--- src/rtl/pulse_stretcher_if.sv ---
// Request/status bundle for pulse_stretcher: request inputs from the master side,
// stretched level and queue status back from the stretcher.
interface pulse_stretcher_if #(
  parameter int unsigned LEN_W  = 8,
  parameter int unsigned PEND_W = 3
) ();
  logic              pulse_in;
  logic [LEN_W-1:0]  length;
  logic              retrigger;
  logic              clear_ovf;
  logic              output_signal;
  logic              busy;
  logic [PEND_W-1:0] pending;
  logic              overflow;

  modport master (
    output pulse_in, length, retrigger, clear_ovf,
    input  output_signal, busy, pending, overflow
  );

  modport slave (
    input  pulse_in, length, retrigger, clear_ovf,
    output output_signal, busy, pending, overflow
  );
endinterface

--- src/rtl/pulse_stretcher.sv ---
// Pulse stretcher: IDLE/HOLD/GAP machine turning single-cycle requests into level
// pulses of programmable length, with a saturating request queue or retrigger mode.
module pulse_stretcher #(
  parameter int unsigned LEN_W  = 8,
  parameter int unsigned PEND_W = 3,
  parameter int unsigned GAP    = 1
) (
  input logic               clk,
  input logic               reset,
  pulse_stretcher_if.slave  bus
);

  typedef enum logic [1:0] {StIdle, StHold, StGap} state_e;

  localparam logic [PEND_W-1:0] PendMax = '1;
  localparam logic [7:0]        GapLoad = 8'(GAP);

  state_e            state_q, state_d;
  logic [LEN_W-1:0]  hold_cnt_q, hold_cnt_d;
  logic [7:0]        gap_cnt_q, gap_cnt_d;
  logic [PEND_W-1:0] pend_q, pend_d;
  logic              ovf_q, ovf_d;
  logic              out_q, out_d;
  logic [LEN_W-1:0]  len_eff;
  logic              req_inc, pend_dec, ovf_set;

  always_comb begin
    len_eff    = (bus.length == '0) ? LEN_W'(1) : bus.length;
    state_d    = state_q;
    hold_cnt_d = hold_cnt_q;
    gap_cnt_d  = gap_cnt_q;
    pend_d     = pend_q;
    req_inc    = 1'b0;
    pend_dec   = 1'b0;
    ovf_set    = 1'b0;

    case (state_q)
      StIdle: begin
        if (bus.pulse_in) begin
          state_d    = StHold;
          hold_cnt_d = len_eff;
        end
      end
      StHold: begin
        if (bus.pulse_in && bus.retrigger) begin
          hold_cnt_d = len_eff;
        end else begin
          req_inc = bus.pulse_in;
          if (hold_cnt_q <= LEN_W'(1)) begin
            state_d   = StGap;
            gap_cnt_d = GapLoad;
          end else begin
            hold_cnt_d = hold_cnt_q - LEN_W'(1);
          end
        end
      end
      StGap: begin
        req_inc = bus.pulse_in;
        if (gap_cnt_q <= 8'd1) begin
          // A pulse on the exit edge counts as a queued request and is consumed at once.
          if (pend_q != '0 || bus.pulse_in) begin
            state_d    = StHold;
            hold_cnt_d = len_eff;
            pend_dec   = 1'b1;
          end else begin
            state_d = StIdle;
          end
        end else begin
          gap_cnt_d = gap_cnt_q - 8'd1;
        end
      end
      default: state_d = StIdle;
    endcase

    if (req_inc && !pend_dec) begin
      if (pend_q == PendMax) begin
        ovf_set = 1'b1;
      end else begin
        pend_d = pend_q + PEND_W'(1);
      end
    end else if (!req_inc && pend_dec) begin
      pend_d = pend_q - PEND_W'(1);
    end

    ovf_d = ovf_set ? 1'b1 : (bus.clear_ovf ? 1'b0 : ovf_q);
    out_d = (state_d == StHold);
  end

  always_ff @(posedge clk) begin
    if (reset) begin
      state_q    <= StIdle;
      hold_cnt_q <= '0;
      gap_cnt_q  <= '0;
      pend_q     <= '0;
      ovf_q      <= 1'b0;
      out_q      <= 1'b0;
    end else begin
      state_q    <= state_d;
      hold_cnt_q <= hold_cnt_d;
      gap_cnt_q  <= gap_cnt_d;
      pend_q     <= pend_d;
      ovf_q      <= ovf_d;
      out_q      <= out_d;
    end
  end

  assign bus.output_signal = out_q;
  assign bus.busy          = (state_q != StIdle);
  assign bus.pending       = pend_q;
  assign bus.overflow      = ovf_q;

endmodule

--- src/flat_wrapper.sv ---
// flat-port wrapper written by rule: the top's interface ports become plain ports
module pulse_stretcher_flat 
#(
  parameter int unsigned LEN_W  = 8,
  parameter int unsigned PEND_W = 3,
  parameter int unsigned GAP    = 1
)
  (clk, reset, bus_pulse_in, bus_length, bus_retrigger, bus_clear_ovf, bus_output_signal, bus_busy, bus_pending, bus_overflow);
  pulse_stretcher_if #(.LEN_W(LEN_W), .PEND_W(PEND_W)) bus_i ();
  input logic clk;
  input logic reset;
  input wire logic [$bits(bus_i.pulse_in)-1:0] bus_pulse_in;
  input wire logic [$bits(bus_i.length)-1:0] bus_length;
  input wire logic [$bits(bus_i.retrigger)-1:0] bus_retrigger;
  input wire logic [$bits(bus_i.clear_ovf)-1:0] bus_clear_ovf;
  output wire logic [$bits(bus_i.output_signal)-1:0] bus_output_signal;
  output wire logic [$bits(bus_i.busy)-1:0] bus_busy;
  output wire logic [$bits(bus_i.pending)-1:0] bus_pending;
  output wire logic [$bits(bus_i.overflow)-1:0] bus_overflow;
  assign bus_i.pulse_in = bus_pulse_in;
  assign bus_i.length = bus_length;
  assign bus_i.retrigger = bus_retrigger;
  assign bus_i.clear_ovf = bus_clear_ovf;
  assign bus_output_signal = bus_i.output_signal;
  assign bus_busy = bus_i.busy;
  assign bus_pending = bus_i.pending;
  assign bus_overflow = bus_i.overflow;
  pulse_stretcher #(.LEN_W(LEN_W), .PEND_W(PEND_W), .GAP(GAP)) u_core (.clk(clk), .reset(reset), .bus(bus_i));
endmodule
--- config.mk ---
export PLATFORM = sky130hd
export DESIGN_NAME = pulse_stretcher_flat
export DESIGN_NICKNAME = d
export VERILOG_FILES = /design/src/rtl/pulse_stretcher_if.sv /design/src/rtl/pulse_stretcher.sv /design/src/flat_wrapper.sv
export SDC_FILE = /design/constraint.sdc
export NUM_CORES = 1
export LEC_CHECK = 0
export ABC_AREA = 1
export BUFFER_PORTS_ARGS = -buffer_cell sky130_fd_sc_hd__buf_2
export CORE_ASPECT_RATIO = 1.5
export CORE_MARGIN = 2
export CORE_UTILIZATION = 52
export DETAILED_ROUTE_END_ITERATION = 8
export GPL_TIMING_DRIVEN = 0
export HOLD_SLACK_MARGIN = 0.1
export PLACE_DENSITY = 0.76
export SKIP_CTS_REPAIR_TIMING = 1
export SYNTH_ARGS = -nofsm -noshare
export SYNTH_HDL_FRONTEND = slang
export SYNTH_SLANG_ARGS = --single-unit
--- constraint.sdc ---
create_clock -name clk -period 1.8 [get_ports clk]
set_input_delay 0.09 -clock clk [delete_from_list [all_inputs] [get_ports clk]]
set_output_delay 0.09 -clock clk [all_outputs]
set_load 0.05 [all_outputs]
## Word-level counts from Yosys, hierarchy flattened

Index checks and enable logic that the tools add are counted.

- Register bits: 23
- Bits of input ports: 13
- Output and inout bits: 6
- Logic and storage cells: 70

- Add/sub/neg operators: 4
- $lt $le $gt $ge: 2
- Equal/unequal tests: 12
- Multiplexer cells: 29
- Reduce and logical (&&, ||, !) cells: 17

Operators with widths:

| operator | number |
|---|---|
| $mux 8 | 9 |
| $pmux 8 s3 | 1 |
| $le 8x1->1 const B | 2 |
| $pmux 8 s2 | 1 |
| $sub 8x1->8 const B | 2 |
| $mux 1 | 9 |
| $mux 3 | 3 |
| $logic_not 8->1 | 1 |
| $mux 2 | 4 |
| $ne 2x2->1 const B | 4 |
| $reduce_bool 2->1 | 4 |
| $ne 2x1->1 const B | 3 |
| $pmux 2 s3 | 1 |
| $reduce_bool 3->1 | 2 |
| $reduce_and 5->1 | 1 |
| $eq 2x1->1 const B | 2 |
| $reduce_and 4->1 | 1 |
| $add 3x1->3 const B | 1 |
| $eq 3x3->1 const B | 1 |
| $logic_and 1x1->1 | 3 |
| $ne 3x2->1 const B | 1 |
| $sub 3x1->3 const B | 1 |
| $eq 2x2->1 const B | 1 |
| $logic_not 1->1 | 2 |
| other kinds (4) | 4 |

## Depth between registers and ports, before layout

Gate-level depths: netlist of run 1.

- Depth after elaboration: 9
- Depth in mapped cells: 14
- Gate-level depth less buffers: 14

## Worst setup path after synthesis of run 1

OpenSTA, ideal clock, no wires.

- Path kind: reg2reg
- Start point: register u_core.state_q[0]
- End point: register u_core.pend_q[2], in the netlist u_core.bus.pending[2]
- Library setup time: 115 ps
- Arrival: 1798 ps
- Data required time: 1685 ps
- Setup slack: -113 ps
- Cell stages (with the launch flop): 11
- Clock period less this slack: 1913 ps
- Cell sequence: dfxtp_1 inv_1 ha_1 nand2_1 nor3_2 nand2_1 fa_1 inv_1 nand3_1 a21oi_1 nor2_1

- Word-level cells in the longest chain between the ends: 6
- Elaborated cells between the ends (all ways): 12
- Those cells by class: eq/ne: 3; mux: 3; reduce/logical: 6

RTL lines:

| element | RTL line | RTL |
|---|---|---|
| start, declared | pulse_stretcher.sv:18 | `state_e state_q, state_d;` |
| start signal, assigned | pulse_stretcher.sv:91 | `state_q <= StIdle;` |
| start signal, assigned | pulse_stretcher.sv:98 | `state_q <= state_d;` |
| $eq 2x2->1 / $eq 2x1->1 (equally long branches) | pulse_stretcher.sv:37 | `case (state_q)` |
| $pmux 1 s2 / $mux 1 (equally long branches) | pulse_stretcher.sv:37 |  |
| $logic_not 1->1 (on tied branches) | pulse_stretcher.sv:81, pulse_stretcher.sv:75 |  |
| $logic_and 1x1->1 (on tied branches) | pulse_stretcher.sv:81, pulse_stretcher.sv:75 |  |
| $reduce_bool 2->1 (no line) / $ne 2x2->1 (equally long branches) | n/a |  |
| $reduce_and 2->1 (no line) | n/a |  |
| end signal, assigned | pulse_stretcher.sv:101 | `pend_q <= pend_d;` |
| end, declared | pulse_stretcher.sv:21 | `logic [PEND_W-1:0] pend_q, pend_d;` |

Parallel ways exist; a longest one is shown, timed or not.
A chain may end at the register's enable or synchronous reset.

## Worst setup path after layout of run 1

Ends and elaborated chain as after synthesis.

==> key figures, run 1 <==
Clock network
  – Clk slew on worst S/H paths: ~0.080 ns
  – Clk sink count: 23
  – CTS H-tree depth: 1
  – CTS Root Cell: clkbuf_8
  – CTS tree: built
  – Insertion delay to the later sink of the worst-skew pair: 0.27 ns
  – Clock Path Buffers: 2
  – Inserted Clock Buffers: 3

Floorplan
  – IO Count: 19
  – Initial Utilization: 53.1%
  – Rows: 25
  – Core Area: 3100 um^2
  – Die area: 3640 um^2
  – Die Span X: 49.9 um
  – Die H: 72.9 um

Hold path
  – Worst hold path class: in2reg

Synthesis
  – Synth Flop Type: dfxtp_1
  – Synth warnings: 0
  – Post-Syn Instances: around 260
  – Post-Syn Area: roughly 1600 um^2
  – Netlist cell types: 32
  – Fraction of registers with async set/reset: 0%
  – Net Count, Synth: 278
  – Mean Syn Cell Area: approximately 6.4 um^2
  – Post-synthesis sequential area ratio: between 20% and 30%
  – EDFF count, synth: 0
  – FF+latch count, synth: 23

Layout
  – Layout cells sized above 1: 29.4%
  – Commonest cells after routing, fill and taps aside: nand2_1 (51), inv_1 (35), nor2_1 (33)
  – Final Util: around two thirds
  – Cell area after layout: 2060 um^2
  – Fillers: 285
  – Ant diodes: 0
  – Non-filler cells, final: approximately 330
  – Commonest non-fill, non-tap cell in the layout: nand2_1
  – Layout area overhead: 25.2%
  – Final net count: approximately 310

STA
  – Post-route clock period utilization: 107%
  – Final hold violations: 0
  – Final Setup Violations: 1
  – Slew headroom: 58.6%
  – Worst-Margin Slew: between 0.6 and 0.7 ns
  – RSZ-0062 raised after global routing: true
  – Worst Slack Setup Final: -0.119 ns
  – Period minus WS final: 1.92 ns
  – F_max: 0.521 GHz
  – Max-slew violation count: 0
  – Clock skew: 0.000932 ns

Placed design
  – Cell Area, Placed: 1830 um^2
  – I/O Buffers: 18
  – Gp weighted congestion: 0.873
  – Dpl cells: 314
  – Hpwl dp: between 2000 and 3000 um

Outcome
  – Outcome: complete, but fails checks
  – Failing checks: setup timing

Critical path
  – R2R Setup Slk: -0.12 ns
  – CP Max Fanout: 5
  – Nature of the critical path endpoint: flip-flop
  – WP data required: 1.97 ns
  – Worst setup SP type: flip-flop
  – Worst endpoint data arrival time: about 2.1 ns
  – CP Class: reg2reg

Global routing
  – First-pass GRT wire length: 6420 um
  – Vias in the first global route: 1595
  – Initial antenna violation count: 0
  – Total global-route track usage: 23.0%
  – Gr ovfl total: 0
  – Largest net degree at the start of global routing: 14

Power and ir drop
  – Worst vdd ir: 0.677 mV
  – Total power: 1.47 mW
  – PwrDens: 716 nW/um^2
  – P_leak: just under 1 nW

Route
  – WL per Instance: 11.9 um
  – Vias per cell: approximately 5
  – DRC errors left: 0
  – Initial DRC Count: 22
  – Iteration count of the initial detailed-routing pass: 4
  – Vias: 1667
  – Routed wire length: approximately 4000 um
  – Detail Route Antenna Nets: 0

Run
  – Max-cap violation count: 0
==> sequential cells by signal, summed over array words and instances, names as in the netlist <==
| name | flops |
|---|---|
| u_core.gap_cnt_q | 8 |
| u_core.hold_cnt_q | 8 |
| u_core.bus.pending | 3 |
| u_core.state_q | 2 |
| u_core.bus.output_signal | 1 |
| u_core.bus.overflow | 1 |
==> critical path, stage by stage (launching register included) <==
cell     delay [ns]
dfxtp_4        0.39
inv_4          0.05
ha_4           0.27
nand2_4        0.05
nor3_4         0.21
nand2_2        0.11
fa_2           0.38
inv_2          0.06
nand3_2        0.09
a21oi_2        0.14
nor2_1         0.05
==> metal layers <==
metal	up-vias	GRT usage (%)	part of all wire (%)
met1	766	22.0	39
met3	7	1.84	1.5
met4	0	9.26	2.1
met2	20	48.4	57
li1	874	-	-
met5	-	0	0
==> power breakdown <==
group | leakage (nW) | switching, mW | internal, mW | total, mW
clock | 0.0255 | 0.171 | 0.155 | 0.326
combinational | 0.773 | 0.349 | 0.212 | 0.562
sequential | 0.192 | 0.0381 | 0.550 | 0.588
total | 0.991 | 0.558 | 0.917 | 1.47
==> path summary, 6_finish.rpt <==
| kind | start | endpoint | cells after the start |
|---|---|---|---|
| worst max-delay path | u_core.state_q[0] | u_core.bus.pending[2] | 10 |
| worst min-delay path | bus_clear_ovf | u_core.bus.overflow | 4 |
| worst max register to register | u_core.state_q[0] | u_core.bus.pending[2] | 10 |
| worst min register to register | u_core.hold_cnt_q[5] | u_core.hold_cnt_q[5] | 2 |
==> per-stage QoR <==
step	hold slack, ns	setup WS (ns)	TNS [ns]
after detailed placement	0.306	-0.229	-0.386
final	0.0790	-0.119	-0.119
after CTS	0.0161	-0.252	-0.423
after global placement	0.307	-0.222	-0.372
after floorplan	0.159	-0.0304	-0.0304
after global routing	0.111	-0.211	-0.323
==> cell type report <==
type / instances / area, um^2 / area share [%]
well taps: 40 / 50.0 / 2.43
clock inverters: 1 / 5.00 / 0.243
plain buffers: 1 / 3.75 / 0.182
multi-input cells: 186 / 1130 / 54.9
inverters: 45 / 173 / 8.38
clock buffers: 3 / 41.3 / 2.00
repair buffers: 30 / 183 / 8.86
flip-flops and latches: 23 / 474 / 23.0
==> cell usage after synthesis, types with 3 or more instances <==
master   instances  share of area, %
nor2_1          37               8.4
inv_1           42               9.6
nor3_1           4               1.2
dfxtp_1         23                28
nand3_2          3               1.8
nor2_2           4               1.5
o21ai_0         13               4.0
xor2_1           5               2.7
nand2_1         54                12
nand3_1         25               7.6
a21oi_1         14               4.3
ha_1             8               6.1
==> cell families (layout without fill, tap and decap cells) <==
logic type | Yosys count | after routing | synth area share, %
simple gates | 137 | 137 | 38.5
buf+inv | 47 | 80 | 11.0
flops | 23 | 23 | 28.0
fa+ha+maj | 9 | 9 | 7.30
xor+xnor | 6 | 6 | 3.19
compound gates | 34 | 34 | 12.0
Power figures use the tool's default switching activity.
==> run 2, diff against run 1 <==
Clock period 1.8 ns to 1.7 ns, I/O delays scaled along.
==> run 2 against run 1 <==
Net effect:
- the run still ends with setup timing left
- sequential share of layout area fell by 0.35 points
- via count rose by 0.30%
- combinational power rose by 8.9%
- critical path type unchanged
- largest cell class unchanged
- global-route usage fell by 0.56 points
- first-iteration DRC count rose by 41%
- flip-flop and latch count did not move
- die area did not move
- core utilization rose by 1.6 points
- count of clock-buffer cells in the layout did not move
- highest routed layer unchanged
- final cell count did not move
==> key figures, run 2 (synthesized netlist as in run 1, its figures left out) <==
Placed design
  – I/O Buffers: 18 (unchanged)
  – Cell Area, Placed: 1850 um^2 (+1.4%)
  – Hpwl dp: 2900 um (-1.5%)
  – Gp weighted congestion: 0.791 (-9.4%)

Layout
  – Final net count: 312 (unchanged)
  – Cell area after layout: 2110 um^2 (+2.4%)
  – Commonest cells after routing, fill and taps aside: nand2_1 (50), inv_1 (34), nor2_1 (33)
  – Final Util: 68.1% (+1.6 points)
  – Layout area overhead: 28.2%
  – Layout cells sized above 1: 30.4% (+1.0 points)
  – Commonest non-fill, non-tap cell in the layout: nand2_1
  – Ant diodes: 0 (unchanged)

Floorplan
  – Rows: 25 (unchanged)
  – IO Count: 19 (unchanged)
  – Initial Utilization: 53.1% (unchanged)
  – Die area: 3640 um^2 (unchanged)
  – Die Span X: 49.9 um (unchanged)
  – Die H: 72.9 um (unchanged)
  – Core Area: 3100 um^2 (unchanged)

STA
  – Period minus WS final: 1.90 ns (-0.0221 ns)
  – Final Setup Violations: 2 (+1)
  – F_max: 0.527 GHz (+1.2%)
  – RSZ-0062 raised after global routing: true
  – Clock skew: 0.00345 ns (+0.00252 ns)
  – Post-route clock period utilization: 112% (+5.0 points)
  – Worst Slack Setup Final: -0.197 ns (-0.0779 ns)
  – Setup TNS: -0.276 ns (-0.157 ns)
  – Worst-Margin Slew: 0.584 ns (-0.0373 ns)
  – Final hold violations: 0 (unchanged)
  – Max-slew violation count: 0 (unchanged)
  – Slew headroom: 61.1% (+2.5 points)
  – WHS: 0.179 ns (+0.0998 ns)

Global routing
  – Total global-route track usage: 22.5% (-0.56 points)
  – Initial antenna violation count: 0 (unchanged)
  – First-pass GRT wire length: 6220 um (-3.1%)
  – Gr ovfl total: 0 (unchanged)
  – Vias in the first global route: 1560 (-2.2%)
  – Largest net degree at the start of global routing: 14 (unchanged)

Route
  – Vias: 1672 (+0.30%)
  – Detail Route Antenna Nets: 0 (unchanged)
  – Routed wire length: 3830 um (-2.1%)
  – Vias per cell: 5.08 (+0.30%)
  – Initial DRC Count: 31 (+41%)
  – Iteration count of the initial detailed-routing pass: 4 (unchanged)
  – DRC errors left: 0 (unchanged)
  – WL per Instance: 11.6 um (-2.1%)

Critical path
  – Cell Chain, Critical Path: inv_4, ha_4, nand2_4, nor3_4, nand2_2, fa_2, nand4_1, nand3_2, nand2_1, nor2_1
  – Critical R2R Launch: u_core.state_q[1]
  – Worst setup SP type: flip-flop
  – Reg2reg end: u_core.bus.pending[2]
  – Register-to-Register Path Depth: 10 (unchanged)
  – CP Class: reg2reg
  – R2R Setup Slk: -0.20 ns (-0.08 ns)
  – CP Max Fanout: 4 (-1)
  – WP data required: 1.87 ns (-0.10 ns)
  – Nature of the critical path endpoint: flip-flop
  – CP max stage delay: 0.39 ns (about the same)
  – Worst endpoint data arrival time: 2.07 ns (-0.02 ns)
  – Slowest-stage cell, CP: dfxtp_4

Clock network
  – CTS Root Cell: clkbuf_8
  – Clk slew on worst S/H paths: 0.08 ns (about the same)
  – Insertion delay to the later sink of the worst-skew pair: 0.27 ns (about the same)
  – Inserted Clock Buffers: 3 (unchanged)
  – Clk sink count: 23 (unchanged)
  – CTS H-tree depth: 1 (unchanged)
  – Clock Path Buffers: 2 (unchanged)
  – CTS tree: built

Hold path
  – Worst hold path class: in2reg
  – HP Start: bus_length[6]
  – Hold Path Depth: 5 (+1)
  – Worst Hold Endpoint: u_core.hold_cnt_q[6]

Power and ir drop
  – Total power: 1.58 mW (+7.4%)
  – P_leak: 0.994 nW (+0.36%)
  – Worst vdd ir: 0.469 mV (-31%)
  – PwrDens: 751 nW/um^2 (+4.9%)

Run
  – Max-cap violation count: 0 (unchanged)

Outcome
  – Failing checks: setup timing
  – Outcome: complete, but fails checks
## run 2: stage by stage
step,cells,setup WS [ns]
floorplan,256,-0.0782
global placement,314,-0.262
detailed placement,314,-0.270
CTS,318,-0.285
global route,329,-0.330
finish,329,-0.197
## run 2: worst max-delay path: cells and delay by family (launching register included)
| kind | cells | cell delay (ns) |
|---|---|---|
| adders and majority gates | 2 | 0.63 |
| and+or+nand+nor | 7 | 0.72 |
| DFF | 1 | 0.39 |
| buffers and inverters | 1 | 0.05 |
## run 2: layer usage
layer / routed length [um] / vias up / part of all wire [%] / track usage [%]
met1: 1470 / 757 / 38 / 20.9
met3: 96 / 13 / 2.5 / 3.28
met5: 0 / - / 0 / 0
met4: 114 / 0 / 3.0 / 13.9
li1: - / 876 / - / -
met2: 2140 / 26 / 56 / 44.4
## run 2: report_power, final
group / leakage [nW] / switching (mW) / internal, mW
Clock: 0.0255 / 0.184 / 0.164
Combinational: 0.776 / 0.376 / 0.236
Sequential: 0.193 / 0.0408 / 0.583
## run 2: worst max path at each step
stage	endpoint	depth (start not counted)	startpoint
global placement	u_core.bus.pending[2]	14	u_core.gap_cnt_q[1]
global route	u_core.bus.pending[2]	10	u_core.state_q[1]
CTS	u_core.bus.pending[2]	14	u_core.gap_cnt_q[1]
floorplan	u_core.bus.pending[2]	11	u_core.state_q[0]
finish	u_core.bus.pending[2]	10	u_core.state_q[1]
detailed placement	u_core.bus.pending[2]	14	u_core.gap_cnt_q[1]
## run 2: layout make-up
cell class / count / area [um^2]
buffer: 2 / 23.8
clock buffer: 3 / 41.3
clock inverter: 1 / 5.00
fill: 282 / 987
inverter: 45 / 180
multi-input combinational: 186 / 1150
sequential: 23 / 478
tap: 40 / 50.0
timing repair buffer: 29 / 178
==> run 3, diff against run 2 <==
Settings changed: ABC_AREA 1 to 0, CORE_UTILIZATION 52 to 51.
==> run 3 against run 2 <==
Net effect:
- the flow still finishes with violations (setup timing)
- worst hold slack worse by 0.047 ns
- clock power decreased by 3%
- non-clock buffer count is 7 higher
- register-to-register slack got worse by 0.60 ns
- global-route usage about the same
- design area shrank 7.9%
- flip-flop and latch count unchanged
==> key figures, run 3 <==
Outcome
  – Failing checks: setup timing
  – Outcome: complete, but fails checks

Floorplan
  – Core Area: 2680 um^2 (-14%)
  – Initial Utilization: 54.1% (+1.0 points)
  – Die Span X: 47.5 um (-4.8%)
  – Die H: 69.3 um (-5.0%)
  – Die area: 3290 um^2 (-9.5%)
  – IO Count: 19 (unchanged)
  – Rows: 23 (-8.0%)

Clock network
  – Clk slew on worst S/H paths: 0.08 ns (about the same)
  – Clk sink count: 23 (unchanged)
  – Inserted Clock Buffers: 3 (unchanged)
  – Clock Path Buffers: 2 (unchanged)
  – CTS H-tree depth: 1 (unchanged)
  – Insertion delay to the later sink of the worst-skew pair: 0.26 ns (about the same)
  – CTS tree: built
  – CTS Root Cell: clkbuf_8

Synthesis
  – Netlist cell types: 44 (+38%)
  – Post-Syn Instances: 179 (-30%)
  – FF+latch count, synth: 23 (unchanged)
  – Synth Flop Type: dfxtp_1
  – Post-synthesis sequential area ratio: 31.8% (+3.8 points)
  – Mean Syn Cell Area: 8.09 um^2 (+26%)
  – Fraction of registers with async set/reset: 0% (unchanged)
  – Yosys top cell by area: dfxtp_1
  – EDFF count, synth: 0 (unchanged)
  – Post-Syn Area: 1450 um^2 (-12%)
  – Net Count, Synth: 201 (-28%)
  – Top cells by count, synth: dfxtp_1 (23), nor2_1 (23), a21oi_1 (14)
  – Area contributors post-synth: dfxtp_1 (32%), ha_1 (6.9%), nor2_1 (6.0%), a21oi_1 (4.8%), nand4_1 (3.0%)
  – Synth warnings: 0 (unchanged)
  – Yosys top cell area share: 31.8% (+3.8 points)

Power and ir drop
  – P_leak: 0.767 nW (-23%)
  – Worst vdd ir: 0.541 mV (+15%)
  – PwrDens: 953 nW/um^2 (+27%)
  – Total power: 1.85 mW (+17%)

Critical path
  – Worst endpoint data arrival time: 2.65 ns (+0.58 ns)
  – Nature of the critical path endpoint: flip-flop
  – Critical R2R Launch: u_core.gap_cnt_q[6]
  – Register-to-Register Path Depth: 7 (-3)
  – WP data required: 1.85 ns (-0.02 ns)
  – Reg2reg end: u_core.bus.pending[2]
  – Worst setup SP type: flip-flop
  – Critical path origin: u_core.gap_cnt_q[6]
  – Cell Chain, Critical Path: or4_4, or4_4, nand2_4, fa_2, nand4_1, o31ai_1, mux2_2
  – CP max stage delay: 0.60 ns (+0.21 ns)
  – R2R Setup Slk: -0.79 ns (-0.60 ns)
  – CP Class: reg2reg
  – Slowest-stage cell, CP: or4_4
  – CP Max Fanout: 6 (+2)
  – Crit path to: u_core.bus.pending[2]
  – Most used cell, CP: or4_4

Placed design
  – Hpwl dp: 2550 um (-12%)
  – Gp weighted congestion: 0.792 (+0.10%)
  – I/O Buffers: 18 (unchanged)
  – Pre-CTS setup slack: -0.799 ns (-0.529 ns)

Layout
  – Ant diodes: 0 (unchanged)
  – FF+latch area: 472 um^2 (-1.3%)
  – Final Util: 72.6% (+4.4 points)
  – Commonest non-fill, non-tap cell in the layout: nor2_1
  – Commonest cells after routing, fill and taps aside: nor2_1 (21), buf_2 (18), dfxtp_1 (16)
  – Fillers: 218 (-23%)
  – Area taken by multi-input logic gates: 1070 um^2 (-7.2%)
  – Layout area overhead: 34.0%
  – Layout cells sized above 1: 38.0% (+7.6 points)
  – Final net count: 236 (-24%)

Global routing
  – Gr ovfl total: 0 (unchanged)
  – Initial antenna violation count: 0 (unchanged)
  – Vias in the first global route: 1328 (-15%)
  – Total global-route track usage: 22.4% (-0.040 points)
  – First-pass GRT wire length: 5660 um (-9.0%)
  – Largest net degree at the start of global routing: 13 (-1)

Hold path
  – Worst hold path class: in2reg

Run
  – Max-cap violation count: 0 (unchanged)

STA
  – Post-route clock period utilization: 147% (+35 points)
  – Setup TNS: -7.99 ns (-7.72 ns)
  – RSZ-0062 raised after global routing: true
  – Max-slew violation count: 0 (unchanged)
  – Worst Slack Setup Final: -0.793 ns (-0.596 ns)
  – F_max: 0.401 GHz (-24%)
  – Clock skew: 0.00411 ns (+0.000656 ns)
  – Slew headroom: 59.1% (-2.0 points)
  – Period minus WS final: 2.49 ns (+0.596 ns)
  – Final Setup Violations: 23 (+21)
  – WHS: 0.132 ns (-0.0467 ns)
  – Worst-Margin Slew: 0.606 ns (+0.0221 ns)
  – Final hold violations: 0 (unchanged)

Route
  – Initial DRC Count: 57 (+84%)
  – Routed wire length: 4060 um (+6.1%)
  – Detail Route Antenna Nets: 0 (unchanged)
  – DRC errors left: 0 (unchanged)
  – Vias: 1496 (-11%)
  – WL per Instance: 16.3 um (+40%)
  – Vias per cell: 5.98 (+18%)
  – Iteration count of the initial detailed-routing pass: 4 (unchanged)
-- run 3: cell count changes after synthesis, moves of 4 or more --
cell      previous run  this run
nor2b_1              0         4
nor4_1               0         5
inv_1               42        11
clkbuf_1             1         5
a211oi_1             0         4
nand2_1             54        10
nand4_1              2         7
o21ai_0             13         6
nand3_1             25         5
nor2_2               4         0
nor2_1              37        23
-- run 3: worst min path at each step --
stage	startpoint	end	cells past startpoint
global placement	bus_clear_ovf	u_core.bus.overflow	3
CTS	bus_clear_ovf	u_core.bus.overflow	3
global route	reset	u_core.hold_cnt_q[4]	4
detailed placement	bus_clear_ovf	u_core.bus.overflow	3
finish	reset	u_core.hold_cnt_q[4]	4
floorplan	reset	u_core.hold_cnt_q[4]	3
-- run 3: cells by family (layout without fill, tap and decap cells) --
group,Yosys count,in the layout,synth area share (%)
adder cells (fa/ha/maj),9,9,8.29
buffers and inverters,19,53,7.08
AND/OR/NAND/NOR,73,73,25.9
AO/OA/AOI/OAI,46,46,21.2
flip-flops,23,23,31.8
XOR/XNOR,6,6,3.63
multiplexers,3,3,2.16
-- run 3: metal layers --
| layer | track usage (%) | part of all wire (%) | vias to the layer above |
|---|---|---|---|
| li1 | - | - | 718 |
| met1 | 26.3 | 38 | 716 |
| met2 | 38.0 | 56 | 48 |
| met3 | 3.13 | 3.5 | 14 |
| met4 | 9.57 | 3.0 | 0 |
| met5 | 0 | 0 | - |
-- run 3: layout make-up --
type                            count  area share, %
Timing Repair Buffer               31           10.1
Tap cell                           37           2.38
Sequential cell                    23           24.3
Inverter                           11           2.26
Multi-Input combinational cell    137           55.2
Clock buffer                        4           2.32
Buffer                              7           3.54
-- run 3: per-stage QoR --
stage          instances  instance area [um^2]
2_1_floorplan        179                  1480
4_1_cts              238                  1660
3_5_place_dp         234                  1610
6_report             250                  1940
3_3_place_gp         234                  1610
5_1_grt              250                  1940
-- run 3: worst max-delay path: cells and delay by family, from the launching register on --
family,cells,cell delay [ns]
compound gates,1,0.11
fa+ha+maj,1,0.20
flops,1,0.32
mux,1,0.37
simple gates,4,1.38
-- run 3: where the power goes --
| group | internal [mW] | switching [mW] |
|---|---|---|
| clock network | 0.167 | 0.169 |
| registers | 0.619 | 0.0883 |
| logic | 0.351 | 0.458 |
